File: config.mk
export PLATFORM = sky130hd
export DESIGN_NAME = i2s_frame_tx_flat
export DESIGN_NICKNAME = d
export VERILOG_FILES = /design/src/rtl/i2s_frame_tx_if.sv /design/src/rtl/i2s_frame_tx.sv /design/src/flat_wrapper.sv
export SDC_FILE = /design/constraint.sdc
export NUM_CORES = 1
export LEC_CHECK = 0
export CAP_MARGIN = 25
export CORE_ASPECT_RATIO = 0.8
export CORE_UTILIZATION = 45
export DETAILED_ROUTE_END_ITERATION = 8
export PLACE_DENSITY = 0.66
export SETUP_SLACK_MARGIN = 0.4
export SLEW_MARGIN = 20
export SYNTH_ARGS = -nofsm -noshare
export SYNTH_HDL_FRONTEND = slang
export SYNTH_SLANG_ARGS = --single-unit
export TNS_END_PERCENT = 1
File: constraint.sdc
create_clock -name pin_i2s_bclk_pll -period 13.5 [get_ports pin_i2s_bclk_pll]
set_input_delay 2.7 -clock pin_i2s_bclk_pll [delete_from_list [all_inputs] [get_ports pin_i2s_bclk_pll]]
set_output_delay 2.7 -clock pin_i2s_bclk_pll [all_outputs]
set_load 0.01 [all_outputs]
File: src/rtl/i2s_frame_tx_if.sv
// Sample-pair handshake between a stereo sample source and the I2S frame transmitter.
// The master offers a left/right pair with sample_valid; the slave accepts it with sample_ready.
interface i2s_frame_tx_if #(
    parameter int WIDTH = 32
);
    logic [WIDTH-1:0] left_data;
    logic [WIDTH-1:0] right_data;
    logic             sample_valid;
    logic             sample_ready;

    modport master (
        output left_data,
        output right_data,
        output sample_valid,
        input  sample_ready
    );

    modport slave (
        input  left_data,
        input  right_data,
        input  sample_valid,
        output sample_ready
    );
endinterface

File: src/rtl/i2s_frame_tx.sv
// I2S master transmitter: buffers one stereo pair and shifts it out MSB-first,
// left-justified, with generated bit clock and frame clock.
module i2s_frame_tx #(
    parameter int WIDTH    = 32,
    parameter int BCLK_DIV = 1
) (
    input  logic           pin_i2s_bclk_pll,
    input  logic           rst,
    i2s_frame_tx_if.slave  smp,
    output logic           i2s_bclk,
    output logic           i2s_fclk,
    output logic           i2s_data,
    output logic           frame_start,
    output logic           underrun
);
    localparam int FRAME_BITS = 2 * WIDTH;
    localparam int CNT_W      = $clog2(FRAME_BITS);
    localparam int DIV_W      = (BCLK_DIV > 1) ? $clog2(BCLK_DIV) : 1;
    localparam logic [DIV_W-1:0] DIV_LAST  = DIV_W'(BCLK_DIV - 1);
    localparam logic [CNT_W-1:0] BIT_LAST  = CNT_W'(FRAME_BITS - 1);
    localparam logic [CNT_W-1:0] SLOT_BITS = CNT_W'(WIDTH);

    logic [DIV_W-1:0]      div_cnt_r;
    logic                  bclk_r;
    logic [CNT_W-1:0]      bit_cnt_r;
    logic [FRAME_BITS-1:0] shift_r;
    logic                  fclk_r;
    logic                  frame_start_r;
    logic                  underrun_r;
    logic [FRAME_BITS-1:0] buf_r;
    logic                  buf_full_r;

    logic                  div_tc_s;
    logic                  fall_s;
    logic [CNT_W-1:0]      bit_next_s;
    logic                  boundary_s;
    logic                  xfer_s;

    // Divider terminal count, falling-edge event, next bit index and handshake decode
    always_comb begin
        div_tc_s   = 1'b0;
        fall_s     = 1'b0;
        bit_next_s = {CNT_W{1'b0}};
        boundary_s = 1'b0;
        xfer_s     = 1'b0;
        div_tc_s   = (div_cnt_r == DIV_LAST);
        fall_s     = div_tc_s && bclk_r;
        if (bit_cnt_r == BIT_LAST) begin
            bit_next_s = {CNT_W{1'b0}};
        end else begin
            bit_next_s = bit_cnt_r + CNT_W'(1);
        end
        boundary_s = fall_s && (bit_next_s == {CNT_W{1'b0}});
        xfer_s     = smp.sample_valid && !buf_full_r;
    end

    // Bit-clock divider
    always_ff @(posedge pin_i2s_bclk_pll or posedge rst) begin
        if (rst) begin
            div_cnt_r <= {DIV_W{1'b0}};
            bclk_r    <= 1'b0;
        end else if (div_tc_s) begin
            div_cnt_r <= {DIV_W{1'b0}};
            bclk_r    <= ~bclk_r;
        end else begin
            div_cnt_r <= div_cnt_r + DIV_W'(1);
        end
    end

    // Frame sequencer: all serial outputs move only on bclk falling edges
    always_ff @(posedge pin_i2s_bclk_pll or posedge rst) begin
        if (rst) begin
            bit_cnt_r     <= BIT_LAST;
            shift_r       <= {FRAME_BITS{1'b0}};
            fclk_r        <= 1'b0;
            frame_start_r <= 1'b0;
            underrun_r    <= 1'b0;
        end else begin
            frame_start_r <= boundary_s;
            underrun_r    <= boundary_s && !buf_full_r;
            if (fall_s) begin
                bit_cnt_r <= bit_next_s;
                fclk_r    <= (bit_next_s >= SLOT_BITS);
                if (boundary_s) begin
                    shift_r <= buf_full_r ? buf_r : {FRAME_BITS{1'b0}};
                end else begin
                    shift_r <= {shift_r[FRAME_BITS-2:0], 1'b0};
                end
            end
        end
    end

    // Holding buffer; a load in the same clock as a transfer sees it empty (no bypass)
    always_ff @(posedge pin_i2s_bclk_pll or posedge rst) begin
        if (rst) begin
            buf_r      <= {FRAME_BITS{1'b0}};
            buf_full_r <= 1'b0;
        end else if (xfer_s) begin
            buf_r      <= {smp.left_data, smp.right_data};
            buf_full_r <= 1'b1;
        end else if (boundary_s) begin
            buf_full_r <= 1'b0;
        end
    end

    assign smp.sample_ready = ~buf_full_r;
    assign i2s_bclk         = bclk_r;
    assign i2s_fclk         = fclk_r;
    assign i2s_data         = shift_r[FRAME_BITS-1];
    assign frame_start      = frame_start_r;
    assign underrun         = underrun_r;
endmodule

File: src/flat_wrapper.sv
// flat-port wrapper written by rule: the top's interface ports become plain ports
module i2s_frame_tx_flat 
#(
    parameter int WIDTH    = 32,
    parameter int BCLK_DIV = 1
)
  (pin_i2s_bclk_pll, rst, i2s_bclk, i2s_fclk, i2s_data, frame_start, underrun, smp_left_data, smp_right_data, smp_sample_valid, smp_sample_ready);
  i2s_frame_tx_if #(.WIDTH(WIDTH)) smp_i ();
  input  logic pin_i2s_bclk_pll;
  input  logic rst;
  output logic i2s_bclk;
  output logic i2s_fclk;
  output logic i2s_data;
  output logic frame_start;
  output logic underrun;
  input wire logic [$bits(smp_i.left_data)-1:0] smp_left_data;
  input wire logic [$bits(smp_i.right_data)-1:0] smp_right_data;
  input wire logic [$bits(smp_i.sample_valid)-1:0] smp_sample_valid;
  output wire logic [$bits(smp_i.sample_ready)-1:0] smp_sample_ready;
  assign smp_i.left_data = smp_left_data;
  assign smp_i.right_data = smp_right_data;
  assign smp_i.sample_valid = smp_sample_valid;
  assign smp_sample_ready = smp_i.sample_ready;
  i2s_frame_tx #(.WIDTH(WIDTH), .BCLK_DIV(BCLK_DIV)) u_core (.pin_i2s_bclk_pll(pin_i2s_bclk_pll), .rst(rst), .smp(smp_i), .i2s_bclk(i2s_bclk), .i2s_fclk(i2s_fclk), .i2s_data(i2s_data), .frame_start(frame_start), .underrun(underrun));
endmodule
### Yosys cells after proc, flatten, opt, wreduce, memory -nomap -nowiden

Index checks and enable logic that the tools add are counted.

| operators by class | value |
|---|---|
| add/subtract/negate cells | 2 |
| multipliers | 0 |
| div/mod/pow operators | 0 |
| order comparisons | 1 |
| equal/unequal tests | 1 |
| shift operators | 0 |
| multiplexer cells | 6 |
| bitwise gates (word level) | 3 |
| reduce and logical (&&, ||, !) cells | 7 |

Operator list:

| kind | number |
|---|---|
| 64-bit two-way mux | 2 |
| 6-bit by 1-bit adder with 6-bit output, second input constant | 1 |
| 6-bit == test, second input constant | 1 |
| 6-bit >= comparator, second input constant | 1 |
| 6-bit logical NOT | 1 |
| 6-bit two-way mux | 1 |
| 1-bit logical AND | 4 |
| 1-bit two-way mux | 3 |
| 1-bit NOT | 3 |
| 2-bit nonzero test | 1 |
| 1-bit adder, second input constant | 1 |
| 1-bit logical NOT | 1 |

| word-level totals | value |
|---|---|
| register bits after elaboration | 140 |
| latch bits | 0 |
| bits in writable memories | 0 |
| ROM bits | 0 |
| input bits | 67 |
| output and inout bits | 6 |
| memories | 0 |

### Logic depth before layout (Yosys ltp)

Gate-level depths: netlist (run 1).

| logic depth | value |
|---|---|
| word-level depth | 6 |
| mapped depth | 9 |

### Worst setup path after synthesis (run 1)

OpenSTA, ideal clock, no wires.

| path | value |
|---|---|
| path type | input to register |
| start point | in smp_sample_valid |
| end point | reg u_core.buf_r[10] |
| library setup time | 125 ps |
| arrival time | 3723 ps |
| required time | 13375 ps |
| slack | 9652 ps |
| stages | 4 |
| path buffers | 2 |
| cell sequence | nor2b_1 > clkbuf_1 > buf_2 > mux2_2 |

| on the way | value |
|---|---|
| word-level cells in the longest chain between the ends | 1 |

Ends and longest elaborated chain:

| element | RTL line | source |
|---|---|---|
| start, declared | flat_wrapper.sv:18 | `input wire logic [$bits(smp_i.sample_valid)-1:0] smp_sample_valid;` |
| 1-bit logical AND | i2s_frame_tx.sv:54 | `xfer_s = smp.sample_valid && !buf_full_r;` |
| end signal, assigned | i2s_frame_tx.sv:96 | `buf_r <= {FRAME_BITS{1'b0}};` |
| end signal, assigned | i2s_frame_tx.sv:99 | `buf_r <= {smp.left_data, smp.right_data};` |
| end, declared | i2s_frame_tx.sv:30 | `logic [FRAME_BITS-1:0] buf_r;` |

Every way passes these cells.
A chain may end at the register's enable or synchronous reset.

### Worst setup path in the final report (run 1)

| path | value |
|---|---|
| start point | reg u_core.buf_full_r |
| end point | out smp_sample_ready |

| on the way | value |
|---|---|
| word-level cells in the longest chain between the ends | 1 |

Ends and longest elaborated chain:

| element | RTL line | source |
|---|---|---|
| start, declared | i2s_frame_tx.sv:31 | `logic buf_full_r;` |
| start signal, assigned | i2s_frame_tx.sv:97 | `buf_full_r <= 1'b0;` |
| start signal, assigned | i2s_frame_tx.sv:100 | `buf_full_r <= 1'b1;` |
| start signal, assigned | i2s_frame_tx.sv:102 | `buf_full_r <= 1'b0;` |
| 1-bit NOT | i2s_frame_tx.sv:106 | `assign smp.sample_ready = ~buf_full_r;` |
| end, declared | flat_wrapper.sv:19 | `output wire logic [$bits(smp_i.sample_ready)-1:0] smp_sample_ready;` |

Every way passes these cells.

==> results by group, run 1 <==
Synth
  – Average footprint of a synthesized cell: 12.00 um2
  – Post-synthesis cell area: 6635 um2
  – Netlist cell types: 38
  – Synthesized instance count: 553
  – Yosys warning count: 0
  – Main synth FF type: dfrtp_1
  – Seq/Total Area, Yosys: 52.54%
  – Number of storage elements in the synthesis netlist: 139
  – Fraction of registers with async set/reset: 100.0%
  – EDFF count, synth: 0
  – Syn nets: between 600 and 700

Setup path
  – Sequence of cells on the critical path: buf_4 -> inv_1 -> clkdlybuf4s50_1
  – CP Capture Point: smp_sample_ready
  – Register-to-register path setup slack: 9.94 ns
  – Critical path arrival: 1.97 ns
  – Category of the worst setup path launch point: register
  – Startpoint of the worst-slack reg-to-reg timing path: u_core.bit_cnt_r[0]
  – Required arrival time at the worst endpoint: about 11 ns
  – Critical path startpoint: u_core.buf_full_r
  – Path type of the worst setup path: reg2out
  – Critical Path Slowest Stage Cell: buf_4
  – Capture point of the worst reg-to-reg path: u_core.shift_r[3]
  – Endpoint type of the worst setup path: output port
  – Worst Path Max Fanout: 68
  – Register-to-Register Path Depth: 8
  – Longest individual stage delay on the worst path: 0.56 ns

Pwr
  – Power share of the clock group: 40.7%
  – Power density normalized to cell area: roughly 140 nW/um2
  – Net switching power: around 0.24 mW
  – Combinational Power Share: 10.2%
  – Worst IR drop on VDD: 0.1025 mV
  – Leakage power: 3.060 nW
  – Internal power: 0.8467 mW
  – Fraction of power spent switching nets: approximately 22%
  – Sequential share of power: 49.1%

CTS
  – Clock tree root buffer cell: clkbuf_16
  – Max H-tree Level: 4
  – Worst skew pair latency: 0.41 ns
  – Number of instances resized during post-cts repair: 0
  – Clock tree from TritonCTS: yes
  – Cts bufs inserted: 17
  – Post-CTS setup-driven buffer insertion count: 0
  – Clk sink count: 139
  – Maximum number of buffers from clock root to sink: 2
  – Quantity of hold-fixing buffers added after cts: 0
  – Clock-pin slew of the registers on the worst-case setup and hold paths: roughly 0.06 ns

Floorplanning
  – Initial core utilization: 46.25%
  – Io pins: 73
  – Area of the die: 15240 um2
  – Core outline area: approximately 14000 um2
  – Height of the die: 110.6 um
  – Number of rows in the core area: 39
  – Die X-Extent: 137.8 um

Cells and area
  – NumNets Final: 664
  – Non-filler cells in the finished layout: 792
  – Diodes inserted: 0
  – Ratio of cells with drive above 1 in the final layout: between 20% and 30%
  – Area of all placed cells without fillers: 7974 um2
  – Layout-stage area growth over the synthesis result: 20.18%

Placement
  – Number of port buffers: 72
  – DP Wirelength: 7697 um
  – Area after detailed placement: 7403 um2
  – Weighted congestion reported at the end of routability-driven placement: 0.7322
  – Cell total after placement: 760

Timing
  – Clock Skews: 0.009913 ns
  – Max-slew violation total from the final report: 0
  – Number of setup violations in the final report: 0
  – Final count of hold timing violations: 0
  – Clock period minus worst slack: 4.665 ns
  – Measured slew at the worst slew-check pin: 1.025 ns
  – Final worst-path cycle share: 34.56%
  – Total negative setup slack: 0 ns
  – RSZ-0062 raised after global routing: false
  – Max-slew headroom at the worst pin: 31.68%
  – Fmax: 0.2144 GHz
  – Post-Route Hold Slack: ~0.49 ns

Flow run
  – MaxCap Viol Count: 0

Drt
  – Drt pass-1 iters: 4
  – Total number of vias: 4542
  – WL final: 13070 um
  – DR top layer: met4
  – Detail Route met3 WL: approximately 470 um
  – Starting DRC count in detailed routing: 307
  – Via count normalized by instance count: 5.735
  – Met1 Routed Length: 6431 um
  – Remaining number of nets flagged by the antenna check after routing: 0
  – Drt wl/cell: ~17 um
  – Length of routed met2 wiring: 6083 um
  – Detailed-route DRC error count: 0

GRT
  – Global route overflow: 0
  – Number of antenna violations at the first check in global routing: 0
  – Global-route wire length before repair: 22850 um
  – Maximum number of pins on one net before global-route repair: 83
  – Gr usage total: 18.93%
  – Via count of the first global-routing pass: 4741

Min path
  – Class of the tightest hold or removal check: reg2reg

Outcome
  – Result of the run: finished clean
-- area by class of cell --
class | instances | area, um2
clock inverters | 8 | 92.59
multi-input cells | 301 | 2688
clock buffers | 24 | 471.7
inverters | 55 | 212.7
flip-flops and latches | 139 | 3491
well taps | 184 | 230.2
fillers | 1214 | 6372
repair buffers | 81 | 788.3
-- flip-flops by register name, summed over array words and instances, names as in the netlist --
name	cells
u_core.frame_start	1
u_core.bit_cnt_r	6
u_core.i2s_fclk	1
u_core.shift_r	64
u_core.buf_full_r	1
u_core.buf_r	64
u_core.i2s_bclk	1
u_core.underrun	1
-- power groups by stage --
stage / clock [mW] / combinational (mW) / sequential [mW]
after floorplan: 0 / 0.0821 / 0.525
after global placement: 0 / 0.110 / 0.542
after detailed placement: 0 / 0.114 / 0.544
after CTS: 0.454 / 0.114 / 0.537
after global routing: 0.475 / 0.123 / 0.545
final: 0.444 / 0.112 / 0.536
-- worst max-delay path, delay by kind of cell, from the launching register on --
family | cells | cell delay [ns]
buf+inv | 3 | 1.16
flops | 1 | 0.33
-- cells by family (layout without fill, tap and decap cells) --
logic type,count (synthesis),in the layout,share of synthesized area [%]
buf+inv,113,168,7.354
flops,139,139,52.54
fa+ha+maj,2,2,0.3771
simple gates,89,89,5.563
mux,65,65,11.03
xor+xnor,3,3,0.3961
compound gates,142,142,22.74
-- placed cells by master, fill, tap and decap left out, drive strengths merged, types with 3 or more instances in the layout --
master and n:
mux2 65, dfstp 6, o21ai 5, clkdlybuf4s50 72, o2111ai 63, clkbuf 24, o211ai 12, inv 53
dfrtp 133, o221ai 51, buf 9, clkinv 7, nand2 77, nor2 3
-- cells in the mapped netlist (2+ instances only) --
cell       instances  area (um2)
o2111ai_1         63       551.8
o211ai_2           9       112.6
dfrtp_1          133        3328
buf_2              9       45.04
xnor2_1            2       17.52
a21o_1             2       15.01
o221ai_1          11       96.34
a311oi_1           2       17.52
a31oi_1            2       12.51
inv_1             53       198.9
buf_1              2       7.510
dfstp_2            6       157.7
o211ai_1           3       22.52
mux2_2            65       732.0
clkbuf_1          40       150.1
nand2_1           77       289.0
o21ai_0            4       20.02
nand4_1            2       12.51
o221ai_2          40       600.6
ha_1               2       25.02
nor2_1             3       11.26
buf_6              7       78.83
-- how the worst min path moves through the flow --
| stage | startpoint | end | slack, ns | depth (start not counted) |
|---|---|---|---|---|
| 2_1_floorplan | u_core.shift_r[12] | u_core.shift_r[12] | 0.46 | 2 |
| 3_3_place_gp | u_core.shift_r[0] | u_core.shift_r[0] | 0.47 | 1 |
| 3_5_place_dp | u_core.shift_r[39] | u_core.shift_r[39] | 0.48 | 2 |
| 4_1_cts | u_core.shift_r[0] | u_core.shift_r[0] | 0.49 | 1 |
| 5_1_grt | u_core.shift_r[39] | u_core.shift_r[39] | 0.51 | 2 |
| 6_report | u_core.shift_r[0] | u_core.shift_r[0] | 0.49 | 1 |
-- per-layer routing --
metal	vias to the layer above	track usage, %
met5	-	0
met4	0	4.638
met3	8	5.372
met2	81	28.68
met1	2310	26.68
li1	2143	-
-- metrics by stage --
step	total power, mW	utilization [%]	setup WS, ns
floorplan	0.6071	-	7.085
global placement	0.6512	51.60	8.870
detailed placement	0.6582	51.60	8.848
CTS	1.106	55.54	8.844
global route	1.142	55.58	8.744
finish	1.091	55.58	8.835
(Power assumes the default switching activity.)
==> run 2: changes to the inputs <==
--- a/config.mk
+++ b/config.mk
@@ -9,7 +9,7 @@
 export CORE_ASPECT_RATIO = 0.8
 export CORE_UTILIZATION = 45
 export DETAILED_ROUTE_END_ITERATION = 8
-export PLACE_DENSITY = 0.66
+export PLACE_DENSITY = 0.69
 export SETUP_SLACK_MARGIN = 0.4
 export SLEW_MARGIN = 20
 export SYNTH_ARGS = -nofsm -noshare
==> constraint.sdc (replaced) <==
create_clock -name pin_i2s_bclk_pll -period 4.17 [get_ports pin_i2s_bclk_pll]
set_input_delay 0.834 -clock pin_i2s_bclk_pll [delete_from_list [all_inputs] [get_ports pin_i2s_bclk_pll]]
set_output_delay 0.834 -clock pin_i2s_bclk_pll [all_outputs]
set_load 0.01 [all_outputs]
==> results by group, run 2 (synthesis results as in run 1) <==
Timing
  – Final count of hold timing violations: 0 (unchanged)
  – Post-Route Hold Slack: 0.4910 ns (+0.001571 ns)
  – Number of setup violations in the final report: 0 (unchanged)
  – RSZ-0062 raised after global routing: false
  – Total negative setup slack: 0 ns (unchanged)
  – Final worst-path cycle share: 67.77%
  – Measured slew at the worst slew-check pin: 0.7843 ns (-0.2404 ns)
  – Max-slew violation total from the final report: 0 (unchanged)
  – Max-slew headroom at the worst pin: 47.71% (+16 points)
  – Fmax: 0.3539 GHz
  – Clock period minus worst slack: 2.826 ns
  – Clock Skews: 0.009041 ns (-0.0008724 ns)

Floorplanning
  – Initial core utilization: 46.25% (unchanged)
  – Number of rows in the core area: 39 (unchanged)
  – Core outline area: 14350 um2 (unchanged)
  – Die X-Extent: 137.8 um (unchanged)
  – Area of the die: 15240 um2 (unchanged)
  – Height of the die: 110.6 um (unchanged)
  – Io pins: 73 (unchanged)

Cells and area
  – Registers with the most flip-flops: u_core.buf_r x64, u_core.shift_r x64, u_core.bit_cnt_r x6
  – Layout-stage area growth over the synthesis result: 21.70%
  – Most common cell after layout, fill and taps aside: dfrtp_1
  – Diodes inserted: 0 (unchanged)
  – Finished Core Util: 56.29% (+0.71 points)
  – Ratio of cells with drive above 1 in the final layout: 28.03% (+0.73 points)
  – Non-filler cells in the finished layout: 794 (+0.25%)
  – NumNets Final: 666 (+0.30%)
  – Commonest cells after routing, fill and taps aside: dfrtp_1, nand2_1, clkdlybuf4s50_1

GRT
  – Via count of the first global-routing pass: 4701 (-0.84%)
  – Global-route wire length before repair: 24030 um (+5.2%)
  – Maximum number of pins on one net before global-route repair: 70 (-16%)
  – Gr usage total: 20.17% (+1.2 points)
  – Number of antenna violations at the first check in global routing: 0 (unchanged)
  – Global route overflow: 0 (unchanged)

Flow run
  – MaxCap Viol Count: 0 (unchanged)

CTS
  – Clk sink count: 139 (unchanged)
  – Cts bufs inserted: 17 (unchanged)
  – Clock-pin slew of the registers on the worst-case setup and hold paths: 0.06 ns (about the same)
  – Max H-tree Level: 4 (unchanged)
  – Quantity of hold-fixing buffers added after cts: 0 (unchanged)
  – Clock tree from TritonCTS: yes
  – Post-CTS setup-driven buffer insertion count: 0 (unchanged)
  – Worst skew pair latency: 0.42 ns (about the same)
  – Number of instances resized during post-cts repair: 0 (unchanged)
  – Maximum number of buffers from clock root to sink: 2 (unchanged)
  – Clock tree root buffer cell: clkbuf_16

Drt
  – Via count normalized by instance count: 5.824 (+1.5%)
  – Drt pass-1 iters: 4 (unchanged)
  – Detailed-route DRC error count: 0 (unchanged)
  – Remaining number of nets flagged by the antenna check after routing: 0 (unchanged)
  – Starting DRC count in detailed routing: 360 (+17%)
  – WL final: 13980 um (+7.0%)
  – Total number of vias: 4624 (+1.8%)
  – Drt wl/cell: 17.60 um (+6.7%)

Placement
  – DP Wirelength: 8263 um (+7.4%)
  – Weighted congestion reported at the end of routability-driven placement: 0.7983 (+9.0%)
  – Cell total after placement: 761 (+0.13%)
  – Number of port buffers: 72 (unchanged)

Setup path
  – Longest individual stage delay on the worst path: 0.88 ns (+0.32 ns)
  – Sequence of cells on the critical path: clkdlybuf4s50_1
  – Largest delay contributor family on the critical path: flip-flops
  – Path type of the worst setup path: reg2out
  – Critical path arrival: 1.99 ns (+0.02 ns)
  – Required arrival time at the worst endpoint: 3.34 ns (-7.46 ns)
  – Number of buffers and inverters on the critical path: 1 (-2)
  – Category of the worst setup path launch point: register
  – Endpoint type of the worst setup path: output port
  – Critical Path Slowest Stage Cell: dfrtp_4
  – Worst Path Max Fanout: 56 (-18%)

Pwr
  – Worst IR drop on VDD: 0.3034 mV (+200%)
  – Leakage power: 3.063 nW (+0.10%)
  – Power density normalized to cell area: 451.8 nW/um2 (+230%)

Min path
  – Class of the tightest hold or removal check: reg2reg

Outcome
  – Result of the run: finished clean
==> run 2: power by group <==
part	internal [mW]	switching [mW]	total (mW)
clock	0.944	0.590	1.53
combinational	0.248	0.125	0.373
sequential	1.59	0.149	1.74
total	2.78	0.864	3.65
==> run 2: worst paths after layout <==
| kind | start | to | slack, ns | depth (start not counted) |
|---|---|---|---|---|
| setup / recovery | u_core.i2s_bclk | i2s_bclk | 1.34 | 1 |
| hold / removal | u_core.shift_r[7] | u_core.shift_r[7] | 0.49 | 2 |
| setup reg to reg | u_core.i2s_bclk | u_core.shift_r[10] | 1.46 | 6 |
| hold reg to reg | u_core.shift_r[7] | u_core.shift_r[7] | 0.49 | 2 |
| max in group asynchronous | rst | u_core.bit_cnt_r[5] | 2.63 | 3 |
| min in group asynchronous | rst | u_core.buf_r[41] | 0.84 | 2 |
==> run 2: cell type report <==
class,count,area [um2]
clock inverter,13,167.7
multi-input combinational,301,2681
clock buffer,19,432.9
fill,1194,6271
inverter,55,211.5
tap,184,230.2
sequential,139,3491
timing repair buffer,83,860.8
==> run 2: per-stage QoR <==
step	power (mW)	cell area, um2	setup WS [ns]
finish	3.649	8075	1.344
global route	3.798	8075	1.282
CTS	3.678	8048	1.343
detailed placement	2.139	7447	1.495
global placement	2.117	7447	1.595
floorplan	1.966	6639	1.606
==> run 2: routing by layer <==
metal	global-route usage (%)	routed length [um]	vias to the layer above
met5	0	0	-
met4	5.000	114	0
met3	5.096	678	11
met2	29.61	6571	114
met1	29.75	6614	2345
li1	-	-	2154
==> run 3: changes to the inputs <==
--- a/config.mk
+++ b/config.mk
@@ -9,7 +9,7 @@
 export CORE_ASPECT_RATIO = 0.8
 export CORE_UTILIZATION = 45
 export DETAILED_ROUTE_END_ITERATION = 8
-export PLACE_DENSITY = 0.69
+export PLACE_DENSITY = 0.66
 export SETUP_SLACK_MARGIN = 0.4
 export SLEW_MARGIN = 20
 export SYNTH_ARGS = -nofsm -noshare
==> constraint.sdc (replaced) <==
create_clock -name pin_i2s_bclk_pll -period 2.7 [get_ports pin_i2s_bclk_pll]
set_input_delay 0.54 -clock pin_i2s_bclk_pll [delete_from_list [all_inputs] [get_ports pin_i2s_bclk_pll]]
set_output_delay 0.54 -clock pin_i2s_bclk_pll [all_outputs]
set_load 0.01 [all_outputs]
==> results by group, run 3 (synthesis results as in run 1) <==
CTS
  – Clock tree from TritonCTS: yes
  – Cts bufs inserted: 17 (unchanged)
  – Quantity of hold-fixing buffers added after cts: 0 (unchanged)
  – Clk sink count: 139 (unchanged)
  – Maximum number of buffers from clock root to sink: 2 (unchanged)
  – Clock tree root buffer cell: clkbuf_16
  – Max H-tree Level: 4 (unchanged)
  – Worst skew pair latency: 0.42 ns (about the same)
  – Clock-pin slew of the registers on the worst-case setup and hold paths: 0.06 ns (about the same)

Floorplanning
  – Number of rows in the core area: 39 (unchanged)
  – Die X-Extent: 137.8 um (unchanged)
  – Area of the die: 15240 um2 (unchanged)
  – Io pins: 73 (unchanged)
  – Core outline area: 14350 um2 (unchanged)
  – Initial core utilization: 46.25% (unchanged)
  – Height of the die: 110.6 um (unchanged)

Setup path
  – Largest delay contributor family on the critical path: flip-flops
  – Endpoint type of the worst setup path: register
  – Number of buffers and inverters on the critical path: 2 (+1)
  – Longest individual stage delay on the worst path: 0.60 ns (-0.28 ns)
  – Sequence of cells on the critical path: ha_1 -> a21oi_1 -> nor3b_2 -> buf_4 -> buf_6 -> o2111ai_1 -> o221ai_2
  – Required arrival time at the worst endpoint: 3.03 ns (-0.31 ns)
  – Category of the worst setup path launch point: register
  – Worst Path Max Fanout: 63 (+13%)
  – Critical Path Slowest Stage Cell: dfstp_2
  – Path type of the worst setup path: reg2reg
  – Critical path arrival: 2.55 ns (+0.56 ns)

Drt
  – Detailed-route DRC error count: 0 (unchanged)
  – Total number of vias: 4664 (+0.87%)
  – Via count normalized by instance count: 5.830 (+0.11%)
  – Met1 Routed Length: 6837 um (+3.4%)
  – WL final: 14380 um (+2.9%)
  – Length of routed met2 wiring: 6751 um (+2.7%)
  – DR top layer: met4
  – Detail Route met3 WL: 612 um (-9.7%)
  – Starting DRC count in detailed routing: 279 (-23%)
  – Remaining number of nets flagged by the antenna check after routing: 0 (unchanged)
  – Drt wl/cell: 17.97 um (+2.1%)
  – Drt pass-1 iters: 4 (unchanged)

Timing
  – Number of setup violations in the final report: 0 (unchanged)
  – Fmax: 0.4492 GHz
  – Total negative setup slack: 0 ns (unchanged)
  – Clock period minus worst slack: 2.226 ns
  – Final count of hold timing violations: 0 (unchanged)
  – Post-Route Hold Slack: 0.4987 ns (+0.007674 ns)
  – Max-slew violation total from the final report: 0 (unchanged)
  – Clock Skews: 0.01048 ns (+0.001440 ns)
  – Measured slew at the worst slew-check pin: 0.7339 ns (-0.05047 ns)
  – Final worst-path cycle share: 82.46%
  – Max-slew headroom at the worst pin: 51.08% (+3.4 points)
  – RSZ-0062 raised after global routing: true

Pwr
  – Leakage power: 3.138 nW (+2.4%)
  – Overall power after layout: 5.890 mW (+61%)
  – Power density normalized to cell area: 717.9 nW/um2 (+59%)
  – Power share of the clock group: 44.2% (+2.2 points)
  – Sequential share of power: 46.0% (-1.7 points)
  – Worst IR drop on VDD: 0.4983 mV (+64%)
  – Combinational Power Share: 9.8% (-0.4 points)
  – Fraction of power spent switching nets: 22.13% (-1.6 points)
  – Internal power: 4.587 mW (+65%)
  – Net switching power: 1.303 mW (+51%)

Cells and area
  – NumNets Final: 673 (+1.1%)
  – Ratio of cells with drive above 1 in the final layout: 29.06% (+1.0 points)
  – Non-filler cells in the finished layout: 800 (+0.76%)
  – Finished Core Util: 57.19% (+0.90 points)
  – Fill cells: 1193 (-0.084%)
  – Layout-stage area growth over the synthesis result: 23.65%
  – Most common cell after layout, fill and taps aside: dfrtp_1
  – Registers with the most flip-flops: u_core.buf_r x64, u_core.shift_r x64, u_core.bit_cnt_r x6
  – Commonest cells after routing, fill and taps aside: dfrtp_1, nand2_1, clkdlybuf4s50_1
  – Diodes inserted: 0 (unchanged)

GRT
  – Number of antenna violations at the first check in global routing: 0 (unchanged)
  – Maximum number of pins on one net before global-route repair: 64 (-8.6%)
  – Global-route wire length before repair: 24450 um (+1.7%)
  – Global route overflow: 0 (unchanged)
  – Via count of the first global-routing pass: 4810 (+2.3%)
  – Gr usage total: 20.94% (+0.77 points)

Placement
  – Number of port buffers: 72 (unchanged)
  – Cell total after placement: 768 (+0.92%)
  – DP Wirelength: 8782 um (+6.3%)
  – Weighted congestion reported at the end of routability-driven placement: 0.7597 (-4.8%)

Outcome
  – Result of the run: finished clean

Flow run
  – MaxCap Viol Count: 0 (unchanged)

Min path
  – Class of the tightest hold or removal check: reg2reg
[run 3: what timing repair did]
item	CTS	global route
hold endpoints to repair	0	0
endpoints found under the setup margin	64	64
buffers inserted	0	1
resized for setup	2	5
pin swaps	0	1
cloned	0	0
[run 3: metal layers]
metal	vias up	GRT usage, %
met5	-	0
met1	2370	29.42
met3	18	5.188
li1	2170	-
met4	0	6.957
met2	106	31.56
[run 3: through the flow]
stage / setup WS [ns] / instance area (um2)
6_report: 0.4736 / 8204
5_1_grt: 0.3971 / 8204
4_1_cts: 0.3611 / 8182
3_5_place_dp: 0.3231 / 7512
3_3_place_gp: 0.4080 / 7512
2_1_floorplan: 0.4298 / 6639
[run 3: layout make-up]
type	count	area, um2	area share, %
timing repair buffer	90	924.6	11.27
tap	184	230.2	2.806
clock buffer	18	439.2	5.353
sequential	139	3491	42.55
clock inverter	13	222.7	2.715
multi-input combinational	301	2681	32.68
inverter	55	215.2	2.623
[run 3: power groups by stage]
stage | registers [mW] | logic [mW] | clock network [mW]
floorplan | 2.63 | 0.411 | 0
global placement | 2.74 | 0.561 | 0
detailed placement | 2.75 | 0.586 | 0
CTS | 2.71 | 0.591 | 2.66
global route | 2.75 | 0.635 | 2.75
finish | 2.71 | 0.576 | 2.61
[run 3: worst paths after layout]
check	start	endpoint	slack [ns]	depth (start not counted)
worst min-delay path	u_core.shift_r[9]	u_core.shift_r[9]	0.50	2
max in group asynchronous	rst	u_core.buf_r[46]	1.48	3
worst max-delay path	u_core.bit_cnt_r[0]	u_core.shift_r[29]	0.47	7
worst max register to register	u_core.bit_cnt_r[0]	u_core.shift_r[29]	0.47	7
min in group asynchronous	rst	u_core.buf_r[39]	0.57	2
worst min register to register	u_core.shift_r[9]	u_core.shift_r[9]	0.50	2
[run 3: worst min-delay path, delay by kind of cell, from the launching register on]
| family | cells | cell delay, ns |
|---|---|---|
| and+or+nand+nor | 1 | 0.07 |
| DFF | 1 | 0.35 |
| AOI/OAI and AO/OA | 1 | 0.05 |
